`config.mk`:
```
export PLATFORM = sky130hd
export DESIGN_NAME = sophiali_math_driver
export DESIGN_NICKNAME = d
export VERILOG_FILES = /design/src/rtl/sophiali_math_driver_pkg.sv /design/src/rtl/sophiali_math_driver_en_pulser.sv /design/src/rtl/sophiali_math_driver.sv
export SDC_FILE = /design/constraint.sdc
export NUM_CORES = 1
export LEC_CHECK = 0
export CAP_MARGIN = 15
export CORE_ASPECT_RATIO = 1.2
export CORE_UTILIZATION = 54
export DETAILED_ROUTE_END_ITERATION = 8
export PLACE_DENSITY_LB_ADDON = 0.15
export SYNTH_ARGS = -nofsm -noshare
export SYNTH_HDL_FRONTEND = slang
export SYNTH_SLANG_ARGS = --single-unit
```
`constraint.sdc`:
```
create_clock -name clock -period 3.7 [get_ports clock]
set_input_delay 0.74 -clock clock [delete_from_list [all_inputs] [get_ports clock]]
set_output_delay 0.74 -clock clock [all_outputs]
set_load 0.02 [all_outputs]
```
`src/rtl/sophiali_math_driver_pkg.sv`:
```
// Shared types and constants for the calculator driver and its en pulser.
package sophiali_math_driver_pkg;

  // Calculator opcodes as seen on arithOp.
  typedef enum logic [1:0] {
    OP_ADD = 2'b00,
    OP_SUB = 2'b01,
    OP_XOR = 2'b10,
    OP_LSH = 2'b11
  } arith_op_t;

  // Top-level sequencing states.
  typedef enum logic [1:0] {
    S_IDLE  = 2'b00,
    S_PULSE = 2'b01,
    S_GAP   = 2'b10,
    S_CHECK = 2'b11
  } drv_state_t;

  // Phases of the en pulse generator.
  typedef enum logic [1:0] {
    PH_IDLE = 2'b00,
    PH_HIGH = 2'b01,
    PH_LOW  = 2'b10
  } pulse_phase_t;

  // Number of calculator operations issued per sequence.
  localparam int unsigned STEP_COUNT = 7;
  localparam logic [2:0]  STEP_LAST  = 3'(STEP_COUNT - 1);

endpackage

```
`src/rtl/sophiali_math_driver_en_pulser.sv`:
```
// Generates one en pulse of EN_HIGH cycles followed by EN_LOW low cycles per go.
// A go arriving in the last low cycle chains straight into the next pulse.
module sophiali_en_pulser
  import sophiali_math_driver_pkg::*;
#(
  parameter int unsigned EN_HIGH = 1,
  parameter int unsigned EN_LOW  = 1
) (
  input  logic clock,
  input  logic reset,
  input  logic go,
  output logic en,
  output logic high_last,
  output logic finished
);

  localparam logic [3:0] HIGH_LAST = 4'(EN_HIGH - 1);
  localparam logic [3:0] LOW_LAST  = 4'(EN_LOW - 1);

  pulse_phase_t phase_q, phase_d;
  logic [3:0]   cnt_q, cnt_d;

  // Phase and cycle counter registers; reset parks the pulser with en low.
  always_ff @(posedge clock) begin
    if (reset) begin
      phase_q <= PH_IDLE;
      cnt_q   <= 4'd0;
    end else begin
      phase_q <= phase_d;
      cnt_q   <= cnt_d;
    end
  end

  // Phase sequencing and the last-cycle handshake flags.
  always_comb begin
    phase_d   = phase_q;
    cnt_d     = cnt_q;
    high_last = 1'b0;
    finished  = 1'b0;
    case (phase_q)
      PH_IDLE: begin
        if (go) begin
          phase_d = PH_HIGH;
          cnt_d   = 4'd0;
        end
      end
      PH_HIGH: begin
        if (cnt_q == HIGH_LAST) begin
          high_last = 1'b1;
          phase_d   = PH_LOW;
          cnt_d     = 4'd0;
        end else begin
          cnt_d = cnt_q + 4'd1;
        end
      end
      PH_LOW: begin
        if (cnt_q == LOW_LAST) begin
          finished = 1'b1;
          cnt_d    = 4'd0;
          phase_d  = go ? PH_HIGH : PH_IDLE;
        end else begin
          cnt_d = cnt_q + 4'd1;
        end
      end
      default: begin
        phase_d = PH_IDLE;
        cnt_d   = 4'd0;
      end
    endcase
  end

  assign en = (phase_q == PH_HIGH);

endmodule

```
`src/rtl/sophiali_math_driver.sv`:
```
// Drives a small accumulator calculator to a requested 8-bit value using a
// fixed seven-operation recipe: two shifts to clear, then five ops to build it.
module sophiali_math_driver
  import sophiali_math_driver_pkg::*;
#(
  parameter int unsigned EN_HIGH = 1,
  parameter int unsigned EN_LOW  = 1
) (
  input  logic       clock,
  input  logic       reset,
  input  logic       start,
  input  logic [7:0] target,
  input  logic [7:0] calc_out,
  output logic       en,
  output logic [2:0] in,
  output logic [1:0] arithOp,
  output logic       busy,
  output logic       done,
  output logic       match
);

  drv_state_t state_q, state_d;
  logic [2:0] step_q, step_d;
  logic [7:0] target_q;
  logic       match_q;
  logic       go;
  logic       capture;
  logic       check_now;
  logic       high_last;
  logic       finished;
  logic       pulser_en;
  arith_op_t  op_sel;
  logic [2:0] operand_sel;

  sophiali_en_pulser #(
    .EN_HIGH(EN_HIGH),
    .EN_LOW (EN_LOW)
  ) u_pulser (
    .clock    (clock),
    .reset    (reset),
    .go       (go),
    .en       (pulser_en),
    .high_last(high_last),
    .finished (finished)
  );

  // Sequencing: IDLE accepts start, PULSE/GAP follow the pulser, CHECK reports.
  always_comb begin
    state_d   = state_q;
    step_d    = step_q;
    go        = 1'b0;
    capture   = 1'b0;
    check_now = 1'b0;
    case (state_q)
      S_IDLE: begin
        if (start) begin
          state_d = S_PULSE;
          step_d  = 3'd0;
          go      = 1'b1;
          capture = 1'b1;
        end
      end
      S_PULSE: begin
        if (high_last) begin
          state_d = S_GAP;
        end
      end
      S_GAP: begin
        if (finished) begin
          if (step_q == STEP_LAST) begin
            state_d   = S_CHECK;
            check_now = 1'b1;
          end else begin
            state_d = S_PULSE;
            step_d  = step_q + 3'd1;
            go      = 1'b1;
          end
        end
      end
      S_CHECK: begin
        state_d = S_IDLE;
      end
      default: begin
        state_d = S_IDLE;
      end
    endcase
  end

  // State, step, latched target and match; match is sampled on entry to
  // CHECK so it is already valid in the same cycle that done is high.
  always_ff @(posedge clock) begin
    if (reset) begin
      state_q  <= S_IDLE;
      step_q   <= 3'd0;
      target_q <= 8'd0;
      match_q  <= 1'b0;
    end else begin
      state_q <= state_d;
      step_q  <= step_d;
      if (capture) begin
        target_q <= target;
        match_q  <= 1'b0;
      end
      if (check_now) begin
        match_q <= (calc_out == target_q);
      end
    end
  end

  // Step table; operands only leave zero/ADD while a step is in flight.
  always_comb begin
    op_sel      = OP_ADD;
    operand_sel = 3'd0;
    if (state_q == S_PULSE || state_q == S_GAP) begin
      case (step_q)
        3'd0: begin op_sel = OP_LSH; operand_sel = 3'd7;                 end
        3'd1: begin op_sel = OP_LSH; operand_sel = 3'd1;                 end
        3'd2: begin op_sel = OP_ADD; operand_sel = target_q[7:5];        end
        3'd3: begin op_sel = OP_LSH; operand_sel = 3'd3;                 end
        3'd4: begin op_sel = OP_XOR; operand_sel = target_q[4:2];        end
        3'd5: begin op_sel = OP_LSH; operand_sel = 3'd2;                 end
        3'd6: begin op_sel = OP_XOR; operand_sel = {1'b0, target_q[1:0]}; end
        default: begin op_sel = OP_ADD; operand_sel = 3'd0;              end
      endcase
    end
  end

  assign en      = pulser_en;
  assign in      = operand_sel;
  assign arithOp = op_sel;
  assign busy    = (state_q != S_IDLE);
  assign done    = (state_q == S_CHECK);
  assign match   = match_q;

endmodule

```
=== Word-level counts from Yosys, hierarchy flattened ===
Cells that the tools add are included.

* Register bits after elaboration: 20
* Output and inout port bits: 9

* Add/sub/neg operators: 2
* Equal/unequal tests: 19
* Mux-type cells: 34
* Reduce and logical (&&, ||, !) cells: 14

{| class="wikitable"
|+ Operators by type and width
! kind !! number
|-
| $pmux 3 s7 || 1
|-
| $mux 2 || 8
|-
| $mux 1 || 13
|-
| $mux 3 || 4
|-
| $eq 3x3->1 const B || 3
|-
| $eq 8x8->1 || 1
|-
| $mux 4 || 2
|-
| $ne 2x2->1 const B || 4
|-
| $pmux 2 s4 || 1
|-
| $pmux 4 s2 || 1
|-
| $eq 2x2->1 const B || 3
|-
| $eq 3x2->1 const B || 2
|-
| $ne 2x1->1 const B || 3
|-
| $pmux 2 s3 || 1
|-
| $pmux 3 s2 || 1
|-
| $reduce_and 3->1 || 2
|-
| $reduce_bool 2->1 || 3
|-
| $add 4x1->4 const B || 1
|-
| $eq 2x1->1 const B || 2
|-
| $logic_not 2->1 || 2
|-
| $logic_not 4->1 || 1
|-
| $pmux 2 s2 || 1
|-
| $reduce_and 4->1 || 1
|-
| $reduce_or 2->1 || 2
|-
| other kinds (6) || 6
|}

=== Longest topological paths before layout ===
* Depth after elaboration: 8
* Mapped depth: 7

=== Modules after synthesis ===
A second synthesis with hierarchy kept.

* Cells, all modules: 163
* Area total of the unflattened synthesis: 1316.3 µm²

{| class="wikitable"
|+ Modules (own cells, without submodules)
! module !! instances !! cells an instance !! area an instance (µm²) !! sequential area each (µm²)
|-
| sophiali_math_driver || 1 || 115 || 905.9 || 280.3
|-
| sophiali_en_pulser || 1 || 48 || 410.4 || 120.1
|}

=== Least setup slack after synthesis ===
Ideal clock, no wire load.

* Path kind: reg-to-output
* From: register step_q[2]
* To: output port in[0]
* Arrival: 1548 ps
* Required time: 2960 ps
* Path slack: 1412 ps
* Stages on the path, launching flop included: 6
* Path buffers: 1
* Path through: dfxtp_1 > clkbuf_1 > inv_1 > ha_1 > o41ai_1 > nor2_1

* Word-level cells in the longest chain between the ends: 3
* Elaborated cells on any way between the ends: 9

{| class="wikitable"
|+ Ends and longest elaborated chain
! item !! RTL line !! source
|-
| start: declaration || sophiali_math_driver.sv:23 || <nowiki>logic [2:0] step_q, step_d;</nowiki>
|-
| start signal: assignment || sophiali_math_driver.sv:99 || <nowiki>step_q <= step_d;</nowiki>
|-
| $eq 3x3->1 (tied with other cells) || sophiali_math_driver.sv:115 || <nowiki>case (step_q)</nowiki>
|-
| $pmux 3 s7 (*) || sophiali_math_driver.sv:115 ||
|-
| $mux 3 (*) || sophiali_math_driver.sv:114 || <nowiki>if (state_q == S_PULSE || state_q == S_GAP) begin</nowiki>
|-
| end: declaration || sophiali_math_driver.sv:15 || <nowiki>output logic [2:0] in,</nowiki>
|}

Mark *: on every way between the ends. The rest lies on a longest branch, timed or not.

=== Final worst setup path ===
* From: register step_q[2]
* To: output port in[2]

Same word-level chain as after synthesis.

==> impl_metrics.yaml <==
synthesis:
  synth-edff-count: 0
  async_reset_ff_share_pct: 0
  netlist_area_mm2: 0.00135
  yosysWarnings: 0
  syn_nets: 201
  netlist.area_leader.share_pct: 29.6
  synth_area_leader_cell: "dfxtp_1"
  ys_ff_latch: 20
  yosysSeqAreaShare_pct: 29.6
  synth_area_leaders: "dfxtp_1 30%, ha_1 15%, a21oi_1 6.3%"
  synth_flop_cell: "dfxtp_1"
  synth_cells: 166
  ys_types: 42
  avgSynthCellArea_um2: 8.14
power_and_ir_drop:
  p_sw_share_pct: 40.1
  p_leak_nw: 0.668
  p_clk_share_pct: 17.1
  ir_drop_v: 0.000445
  p_total_mw: 1.05
  p_sw_mw: 0.420
  powerDensity_mw_per_mm2: 622
  combPwrFrac_pct: 56.0
  p_int_mw: 0.627
  p_seq_share_pct: 27.0
sta:
  finalCritPeriodShare_pct: 84.2
  finalCriticalPeriod_ns: 3.11
  hold_ws_ns: 0.492
  worst_slew_pin_slew_ns: 0.780
  max_slew_margin_pct: 47.9
  rsz0062_at_grt: "no"
  max_freq_mhz: 321
  slew_violations: 0
  fin_skew_ns: 0.00372
  finalSetupViolations: 0
  finalSetupTns_ns: 0
  hold_violations: 0
final_layout:
  nNetsFinal: 226
  diodes: 0
  fill_cells: 184
  final_cell_mix: "27 x clkdlybuf4s50_1, 20 x nand2_1, 20 x dfxtp_1"
  layout_commonest_cell: "clkdlybuf4s50_1"
  area_growth_pct: 24.5
  drive_above_1_share_pct: 4.74
min_path:
  worst_hold_path_type: "reg2reg"
  worstHoldEndpoint: "match"
  hold_path_depth: 2
  min_from: "match"
setup_path:
  setup.worst_path.start: "step_q[2]"
  required_ns: 2.96
  cp-start-kind: "flip-flop"
  crit_slowest_cell: "clkdlybuf4s50_1"
  slowest_delay_ns: 0.55
  r2r-end: "u_pulser.phase_q[1]"
  crit_type: "reg2out"
  cp-end-kind: "output pin"
  timing.reg2reg.worst_path_depth: 6
  path_buf_inv: 2
  critPathMaxFanout: 11
  worstPathArrival_ns: 2.37
  crit_family: "buffers and inverters"
  cp_cell_sequence: "inv_1 -> ha_1 -> o41ai_1 -> nor2_1 -> clkdlybuf4s50_1"
  reg2reg_from: "state_q[0]"
  reg2reg_slack_ns: 1.67
clocking:
  hold_buffers: 0
  cts_setup_buffers: 0
  cts_resized: 0
  path_clk_slew_ns: 0.11
  clockBufferDepth: 2
  clkLatencyLatePin_ns: 0.30
  cts_tree: "done"
  root_buffer: "clkbuf_4"
  clock_sinks: 20
  numCtsBuffers: 3
  htreeDepth: 1
placement:
  globalplace.congestion: 0.758
  dp_hpwl_um: 2320
  numPortBuffers: 27
floorplan:
  die_h_um: 56.8
  die_w_um: 47.7
  io_pins: 28
  rows: 19
  initial_core_util_pct: 58.0
  core-area_mm2: 0.00233
  die_area_mm2: 0.00271
grt:
  antenna_found_initial: 0
  grt_pass1_wl_um: 4970
  grt_pass1_vias: 1185
  grt-ovfl-total: 0
  grt_usage_pct: 24.8
  grt_max_degree: 23
route:
  post-route-drc-count: 0
  dr_total_vias: 1281
  drt_iter0_drc: 29
  drt_wl_total_um: 3070
  ant_nets: 0
  routedWlPerCell_um: 13.9
  viasPerCell: 5.80
  drt_pre_antenna_iters: 5
run:
  maxCapViolCount: 0
run_status:
  status: "complete, no violations"
routing by layer:
| metal | global-route usage (%) | up-vias | wire, um |
|---|---|---|---|
| li1 | - | 632 | - |
| met1 | 29.1 | 606 | 1320 |
| met2 | 45.8 | 38 | 1600 |
| met3 | 1.93 | 5 | 127 |
| met4 | 5.95 | 0 | 23 |
| met5 | 0 | - | 0 |
worst min-delay path, cell delays in order, from the launching register on:
cell and delay [ns]:
dfxtp_1 0.33, nand4_1 0.07, o41ai_1 0.06
flip-flops by register name (all words and copies together) (netlist names):
name / count
state_q: 2
target_q: 8
u_pulser.cnt_q: 4
step_q: 3
match: 1
u_pulser.phase_q: 2
how the worst max path moves through the flow:
stage / end / depth (start not counted)
floorplan: in[0] / 5
global placement: in[2] / 5
detailed placement: in[0] / 5
CTS: in[0] / 5
global route: in[0] / 5
finish: in[2] / 5
power groups by stage:
stage,Sequential [mW],Combinational (mW),Clock (mW)
2_1_floorplan,0.277,0.391,0
5_1_grt,0.287,0.645,0.193
3_5_place_dp,0.288,0.578,0
4_1_cts,0.282,0.585,0.179
6_report,0.282,0.586,0.179
3_3_place_gp,0.286,0.563,0
stage by stage:
stage	setup slack (ns)	instances	area, um^2	utilization [%]
6_report	0.586	221	1680	72.2
5_1_grt	0.360	221	1680	72.2
4_1_cts	0.590	221	1680	72.2
3_5_place_dp	0.939	217	1630	70.0
3_3_place_gp	1.02	217	1630	70.0
2_1_floorplan	1.41	166	1350	-
cell families after synthesis:
kind of cell | Yosys count | synth area share (%)
xor gates and xnor gates | 8 | 5.19
AOI/OAI and AO/OA | 45 | 22.2
and+or+nand+nor | 56 | 21.6
buffers and inverters | 20 | 5.83
DFF | 20 | 29.6
adders and majority gates | 16 | 14.8
muxes | 1 | 0.741
synth_stat cells (all sizes together) (3+ instances only):
cell / count
xnor2: 3
o21ai: 3
a21oi: 17
xor2: 5
nor2: 13
clkbuf: 6
inv: 13
nor2b: 3
nand4: 4
a22oi: 3
nand2: 21
dfxtp: 20
ha: 16
final cells by class:
cell class	count	area, um^2	share of cell area [%]
clock buffer	3	22.5	1.34
sequential	20	400	23.8
tap	31	38.8	2.30
clock inverter	1	30.0	1.78
timing repair buffer	27	270	16.1
multi-input combinational	126	872	51.8
inverter	13	48.8	2.90
Note: power is estimated with default switching activity, not from simulation.
